File: src/rtl/seq_alu_exec.sv
// Execution-stage ALU with a valid/ready handshake on both sides.
// Logic/arith/branch ops finish in one cycle; SLL/SRL shift one bit per cycle.
module seq_alu_exec #(
    parameter int WIDTH = 32,
    parameter int SHW   = $clog2(WIDTH)
) (
    input  logic             clk,
    input  logic             reset,
    input  logic             in_valid,
    output logic             in_ready,
    input  logic [3:0]       in_alu_op,
    input  logic             in_branch,
    input  logic [WIDTH-1:0] in_a,
    input  logic [WIDTH-1:0] in_b,
    output logic             out_valid,
    input  logic             out_ready,
    output logic [WIDTH-1:0] out_result,
    output logic             out_bcond,
    output logic             out_illegal
);

    localparam logic [1:0] S_IDLE  = 2'd0;
    localparam logic [1:0] S_SHIFT = 2'd1;
    localparam logic [1:0] S_DONE  = 2'd2;

    logic [1:0]       state_q, state_d;
    logic [WIDTH-1:0] acc_q, acc_d;
    logic [SHW-1:0]   cnt_q, cnt_d;
    logic             left_q, left_d;
    logic [WIDTH-1:0] result_q, result_d;
    logic             bcond_q, bcond_d;
    logic             illegal_q, illegal_d;

    logic [SHW-1:0]   shamt;
    logic [WIDTH-1:0] diff;
    logic [WIDTH-1:0] dec_result;
    logic             dec_bcond;
    logic             dec_illegal;
    logic             dec_shift;
    logic             dec_left;
    logic [WIDTH-1:0] acc_step;

    assign shamt = in_b[SHW-1:0];
    assign diff  = in_a - in_b;

    // Single-cycle results; shifts only land here directly when shamt is zero.
    always_comb begin
        dec_result  = '0;
        dec_bcond   = 1'b0;
        dec_illegal = 1'b0;
        dec_shift   = 1'b0;
        dec_left    = 1'b0;
        if (in_branch) begin
            case (in_alu_op)
                4'b0000: begin dec_result = diff; dec_bcond = (in_a == in_b); end
                4'b1010: begin dec_result = diff; dec_bcond = (in_a != in_b); end
                4'b1000: begin dec_result = diff; dec_bcond = ($signed(in_a) <  $signed(in_b)); end
                4'b1011: begin dec_result = diff; dec_bcond = ($signed(in_a) >= $signed(in_b)); end
                default: dec_illegal = 1'b1;
            endcase
        end else begin
            case (in_alu_op)
                4'b0000: dec_result = in_a + in_b;
                4'b0001: dec_result = diff;
                4'b0100: dec_result = in_a & in_b;
                4'b0101: dec_result = in_a | in_b;
                4'b1000: dec_result = in_a ^ in_b;
                4'b1010: begin
                    dec_result = in_a;
                    dec_shift  = (shamt != '0);
                    dec_left   = 1'b1;
                end
                4'b1011: begin
                    dec_result = in_a;
                    dec_shift  = (shamt != '0);
                end
                default: dec_illegal = 1'b1;
            endcase
        end
    end

    assign acc_step = left_q ? (acc_q << 1) : (acc_q >> 1);

    always_comb begin
        state_d   = state_q;
        acc_d     = acc_q;
        cnt_d     = cnt_q;
        left_d    = left_q;
        result_d  = result_q;
        bcond_d   = bcond_q;
        illegal_d = illegal_q;
        case (state_q)
            S_IDLE: begin
                if (in_valid) begin
                    if (dec_shift) begin
                        state_d = S_SHIFT;
                        acc_d   = in_a;
                        cnt_d   = shamt;
                        left_d  = dec_left;
                    end else begin
                        state_d   = S_DONE;
                        result_d  = dec_result;
                        bcond_d   = dec_bcond;
                        illegal_d = dec_illegal;
                    end
                end
            end
            S_SHIFT: begin
                acc_d = acc_step;
                cnt_d = cnt_q - SHW'(1);
                if (cnt_q == SHW'(1)) begin
                    state_d   = S_DONE;
                    result_d  = acc_step;
                    bcond_d   = 1'b0;
                    illegal_d = 1'b0;
                end
            end
            S_DONE: begin
                if (out_ready) state_d = S_IDLE;
            end
            default: state_d = S_IDLE;
        endcase
    end

    always_ff @(posedge clk) begin
        if (reset) begin
            state_q   <= S_IDLE;
            acc_q     <= '0;
            cnt_q     <= '0;
            left_q    <= 1'b0;
            result_q  <= '0;
            bcond_q   <= 1'b0;
            illegal_q <= 1'b0;
        end else begin
            state_q   <= state_d;
            acc_q     <= acc_d;
            cnt_q     <= cnt_d;
            left_q    <= left_d;
            result_q  <= result_d;
            bcond_q   <= bcond_d;
            illegal_q <= illegal_d;
        end
    end

    assign in_ready    = (state_q == S_IDLE);
    assign out_valid   = (state_q == S_DONE);
    assign out_result  = result_q;
    assign out_bcond   = bcond_q;
    assign out_illegal = illegal_q;

endmodule
File: config.mk
export PLATFORM = sky130hd
export DESIGN_NAME = seq_alu_exec
export DESIGN_NICKNAME = d
export VERILOG_FILES = /design/src/rtl/seq_alu_exec.sv
export SDC_FILE = /design/constraint.sdc
export NUM_CORES = 1
export LEC_CHECK = 0
export CORE_UTILIZATION = 55
export CTS_BUF_LIST = sky130_fd_sc_hd__clkbuf_2 sky130_fd_sc_hd__clkbuf_4 sky130_fd_sc_hd__clkbuf_8
export CTS_CLUSTER_DIAMETER = 80
export DETAILED_ROUTE_END_ITERATION = 10
export GPL_ROUTABILITY_DRIVEN = 0
export PLACE_DENSITY = 0.78
export SYNTH_ARGS = -nofsm -noshare
export SYNTH_HDL_FRONTEND = slang
export SYNTH_SLANG_ARGS = --single-unit
File: constraint.sdc
create_clock -name clk -period 3.9 [get_ports clk]
set_input_delay 0.78 -clock clk [delete_from_list [all_inputs] [get_ports clk]]
set_output_delay 0.78 -clock clk [all_outputs]
set_load 0.01 [all_outputs]
# ---- After elaboration in Yosys (flattened, before gate mapping)
# Cells that the tools add are included.
dict set report op_classes {
  n_addsub 3
  multipliers 0
  n_div 0
  order_cmp 2
  eq_ne 16
  n_shift 0
  n_mux 35
  bitwise 3
  n_reduce_logical 11
}
# cell n
set ops {}
lappend ops {{$mux W32} 8}
lappend ops {{$pmux W32 S6} 1}
lappend ops {{$pmux W32 S2} 2}
lappend ops {{$add A32 B32 Y32} 1}
lappend ops {{$and A32 B32 Y32} 1}
lappend ops {{$eq A32 B32 Y1} 1}
lappend ops {{$ge A32 B32 Y1} 1}
lappend ops {{$lt A32 B32 Y1} 1}
lappend ops {{$ne A32 B32 Y1} 1}
lappend ops {{$or A32 B32 Y32} 1}
lappend ops {{$sub A32 B32 Y32} 1}
lappend ops {{$xor A32 B32 Y32} 1}
lappend ops {{$mux W1} 13}
lappend ops {{$eq A4 B4 Y1 const B} 3}
lappend ops {{$mux W5} 2}
lappend ops {{$pmux W5 S2} 1}
lappend ops {{$reduce_and A3 Y1} 3}
lappend ops {{$eq A4 B3 Y1 const B} 2}
lappend ops {{$mux W2} 4}
lappend ops {{$reduce_or A7 Y1} 1}
lappend ops {{$ne A2 B2 Y1 const B} 3}
lappend ops {{$pmux W2 S3} 1}
lappend ops {{$eq A5 B1 Y1 const B} 1}
lappend ops {{$reduce_bool A5 Y1} 1}
lappend ops {{13 further kinds} 15}
dict set report totals {
  ff_bits 74
  latch_bits 0
  ramBits 0
  romBits 0
  input_bits 73
  elab_cells 77
  mem_count 0
}

# ---- Depth between registers and ports, before layout
dict set report logic_depth {
  ltp_word 7
  depth_mapped 13
  mapped_depth_nobuf 12
}

# ---- Worst setup path before layout
# OpenSTA, ideal clock, no wires.
dict set report synth_timing {
  kind {input to register}
  start {input in_a[0]}
  end {register result_q[26], in the netlist out_result[26]}
  arrival_time_ps 3224
  slack_ps 537
  path_stages 10
  path_buffers 0
  cell_sequence {ha_1 > fa_1 > a211oi_1 > nor4_2 > o311ai_1 > a2111oi_0 > o31ai_1 > xnor2_1 > a2111oi_0 > a211oi_1}
}
dict set report synth_via {
  elab_chain_cells 6
}
# element line_no
set synth_lines {}
lappend synth_lines {{start: declaration} 13} ;# input logic [WIDTH-1:0] in_a,
lappend synth_lines {{$sub A32 B32 Y32 or $add A32 B32 Y32 (tied branches)} {44, 63}}
lappend synth_lines {{$pmux W32 S6 or $mux W32 (tied branches)} {62, 54}}
lappend synth_lines {{$mux W32 *} 53} ;# if (in_branch) begin
lappend synth_lines {{$mux W32 *} 95} ;# if (dec_shift) begin
lappend synth_lines {{$mux W32 *} 94} ;# if (in_valid) begin
lappend synth_lines {{$pmux W32 S2 *} 92} ;# case (state_q)
lappend synth_lines {{end signal: assignment} 139} ;# result_q <= result_d;
lappend synth_lines {{end: declaration} 30} ;# logic [WIDTH-1:0] result_q, result_d;
# Every way passes the cells marked *; elsewhere a longest branch is shown, timed or not. The select of a mux whose other input is x is not followed.
# A chain may end at the register's enable or synchronous reset.

# ---- Worst setup path after layout
dict set report layout_timing {
  start {input in_b[1]}
  end {register result_q[31], in the netlist out_result[31]}
}
dict set report layout_via {
  elab_chain_cells 6
}
# element line_no
set layout_lines {}
lappend layout_lines {{start: declaration} 14} ;# input logic [WIDTH-1:0] in_b,
lappend layout_lines {{$sub A32 B32 Y32 or $add A32 B32 Y32 (tied branches)} {44, 63}}
lappend layout_lines {{$pmux W32 S6 or $mux W32 (tied branches)} {62, 54}}
lappend layout_lines {{$mux W32} 53}
lappend layout_lines {{$mux W32} 95}
lappend layout_lines {{$mux W32} 94}
lappend layout_lines {{$pmux W32 S2} 92}
# Parallel ways exist; a longest one is shown, timed or not. The select of a mux whose other input is x is not followed.

==> impl_metrics.tcl <==
set metrics [dict create \
    outcome "finished, final reports clean" \
    numCtsBuffers 9 \
    row_count 47 \
    finalMaxSlewViolations 0 \
    dpl.hpwl_um 29100 \
    clock_insertion_delay_worst_skew_ns 0.40 \
    grtUsageTotal 0.426 \
    worstSetupStartpointType "primary input" \
    setup_viol 0 \
    tightestPinTransition_ns 1.09 \
    syn2layout_area_growth_pct 27.5 \
    grt_pass1_wl_um 59000 \
    setup_ws_ns 0.161 \
    end_kind "register" \
    drv_cap 0 \
    clkSinkCount 74 \
    post-route-min-period_ns 3.74 \
    overflow 0 \
    ys_dominant_reg_cell "dfxtp_1" \
    ios 109 \
    cts_max_level 3 \
    final_layout_size_suffix_gt1_frac 0.148 \
    p_int_mw 1.71 \
    worstPathMaxFanout 3 \
    drtPass1Iterations 9 \
    ys_ff_latch 74 \
    initial_core_util 0.568 \
    required_ns 4.23 \
    timing.final.crit_share 0.959 \
    p_comb_frac 0.487 \
    preCtsSetupSlack_ns -0.167 \
    rsz0062_at_grt "false" \
    drtIter0Drc 1517 \
    r2r_cells 8 \
    synth_common_cells "nor2_1 (204), a21oi_1 (142), ha_1 (105), inv_1 (99), clkbuf_1 (77)" \
    final_util 0.724 \
    cts_setup_buffers 0 \
    synth.most_common_cell "nor2_1" \
    mappedNetlistNets 1545 \
    clockBufferDepth 2 \
    finalHoldViolCount 0 \
    dieArea_sq_um 17800 \
    grt_pass1_vias 11107 \
    synth_top_area_frac 0.156 \
    switching_share 0.414 \
    synth_edf_count 0 \
    ant_nets 0 \
    async_reset_ff_frac 0 \
    antenna_found_initial 0 \
    finClkSkew_ns 0.00823 \
    cts_tree "built" \
    sequentialPowerShare 0.286 \
    drc 0 \
    power.leakage_nw 5.09 \
    power_frac_clock 0.227 \
    synth-seq-area-share 0.156 \
    num_vias 11906 \
    cpPeakStageDelay_ns 0.69 \
    slew-limit-headroom 0.272 \
    peakVddDrop_mv 0.227 \
    hold_ws_ns 0.498 \
    synth_cell_type_count 77 \
    synthCells 1365 \
    ys_warn_count 0 \
    io_buffers 108 \
    ctsResizeCount 0 \
    hp-class "register to register" \
    viasPerCell 6.62 \
    die_w_um 134 \
    synth_area_sq_um 9520 \
    ctsHoldBuffers 0 \
    cpMaxStageDelayCell "o311ai_1" \
    path_clk_slew_ns 0.09 \
    finalPower_mw 2.91 \
    cp_data_arrival_time_ns 4.07 \
    synth_top_area_cell "dfxtp_1" \
    synth_area_leaders "dfxtp_1 (16%), ha_1 (14%), nor2_1 (8.0%)" \
    power_switching_mw 1.21 \
    drt_wl_total_um 38200 \
    max_freq_mhz 267 \
    num-nets-final 1754 \
    grt_start_max_net_pins 36 \
    coreArea_sq_um 16800 \
    tns_ns 0 \
    die_h_um 134 \
    hold-path-cell-count 2 \
    diodes 0 \
    avgSynthCellArea_sq_um 6.97 \
    wl_per_cell_um 21.2 \
    cts_root_buffer "clkbuf_8" \
    crit_type "primary input to register" \
    crit_chain "clkdlybuf4s50_1 -> inv_1 -> ha_1 -> o21bai_1 -> a2111oi_1 -> buf_4 -> o21ai_1 -> a21oi_1 -> o311ai_1 -> a211oi_1 -> or4_1 -> o211ai_1" \
    power_density_nw_per_um2 240 \
]
==> per-layer routing <==
layer  vias up  share of wire  GRT usage
met5         -              0          0
met4         0          0.074      0.311
met3       256           0.11     0.0963
met2       868           0.43      0.663
met1      5394           0.38      0.514
li1       5388              -          -
==> worst paths after layout <==
check        slack, ns          start        endpoint
max reg2reg       1.48       cnt_q[0]   out_result[7]
max               0.16        in_b[1]  out_result[31]
min               0.50  out_result[0]   out_result[0]
min reg2reg       0.50  out_result[0]   out_result[0]
==> cell families after synthesis <==
kind of cell,count (synthesis),synth area share
XOR/XNOR,36,0.0331
multiplexers,39,0.0421
buffers and inverters,197,0.0802
AND/OR/NAND/NOR,458,0.225
adder cells (fa/ha/maj),107,0.142
flip-flops,74,0.156
AO/OA/AOI/OAI,454,0.322
==> cell type report <==
type | instances | area, sq um
Multi-Input combinational cell | 1094 | 7300
Clock buffer | 9 | 124
Inverter | 100 | 375
Fill cell | 1425 | 4630
Tap cell | 220 | 275
Sequential cell | 74 | 1480
Timing Repair Buffer | 295 | 2500
Clock inverter | 7 | 70.1
==> cells in the final DEF, fill, tap and decap left out, drive strengths merged, types with 9 or more instances in the layout <==
master	n
a31oi	13
a21oi	142
nor2b	14
clkbuf	9
o21ai	67
inv	100
nand4	17
o31ai	21
dfxtp	74
mux2i	31
a311oi	11
a221oi	26
a21o	12
a211oi	43
o21bai	12
nand3	20
a22oi	11
nor3	42
and3	11
clkdlybuf4s50	107
ha	105
or3	20
o211ai	12
nand2b	13
nor4	17
o221ai	13
a2111oi	10
nor2	204
nand2	73
xnor2	28
buf	188
==> state kept, by name, indices dropped and copies added, names as in the netlist <==
name	count
acc_q	32
out_result	32
cnt_q	5
state_q	2
left_q	1
out_bcond	1
out_illegal	1
==> critical path: cells and delay by family <==
family	cells	cell delay (ns)
buffers and inverters	3	0.80
AO/OA/AOI/OAI	7	1.66
AND/OR/NAND/NOR	1	0.54
adder cells (fa/ha/maj)	1	0.30
==> through the flow <==
stage               cells  cell area (sq um)
finish               1799              12100
global route         1799              12100
CTS                  1799              12100
detailed placement   1783              11900
global placement     1783              11900
floorplan            1365               9520
==> power by group through the flow <==
stage,clock network [mW],registers [mW],logic (mW)
finish,0.662,0.834,1.42
global route,0.685,0.836,1.51
CTS,0.658,0.831,1.36
global placement,0,0.847,1.33
floorplan,0,0.851,0.751
detailed placement,0,0.848,1.35
Power figures use the tool's default switching activity.
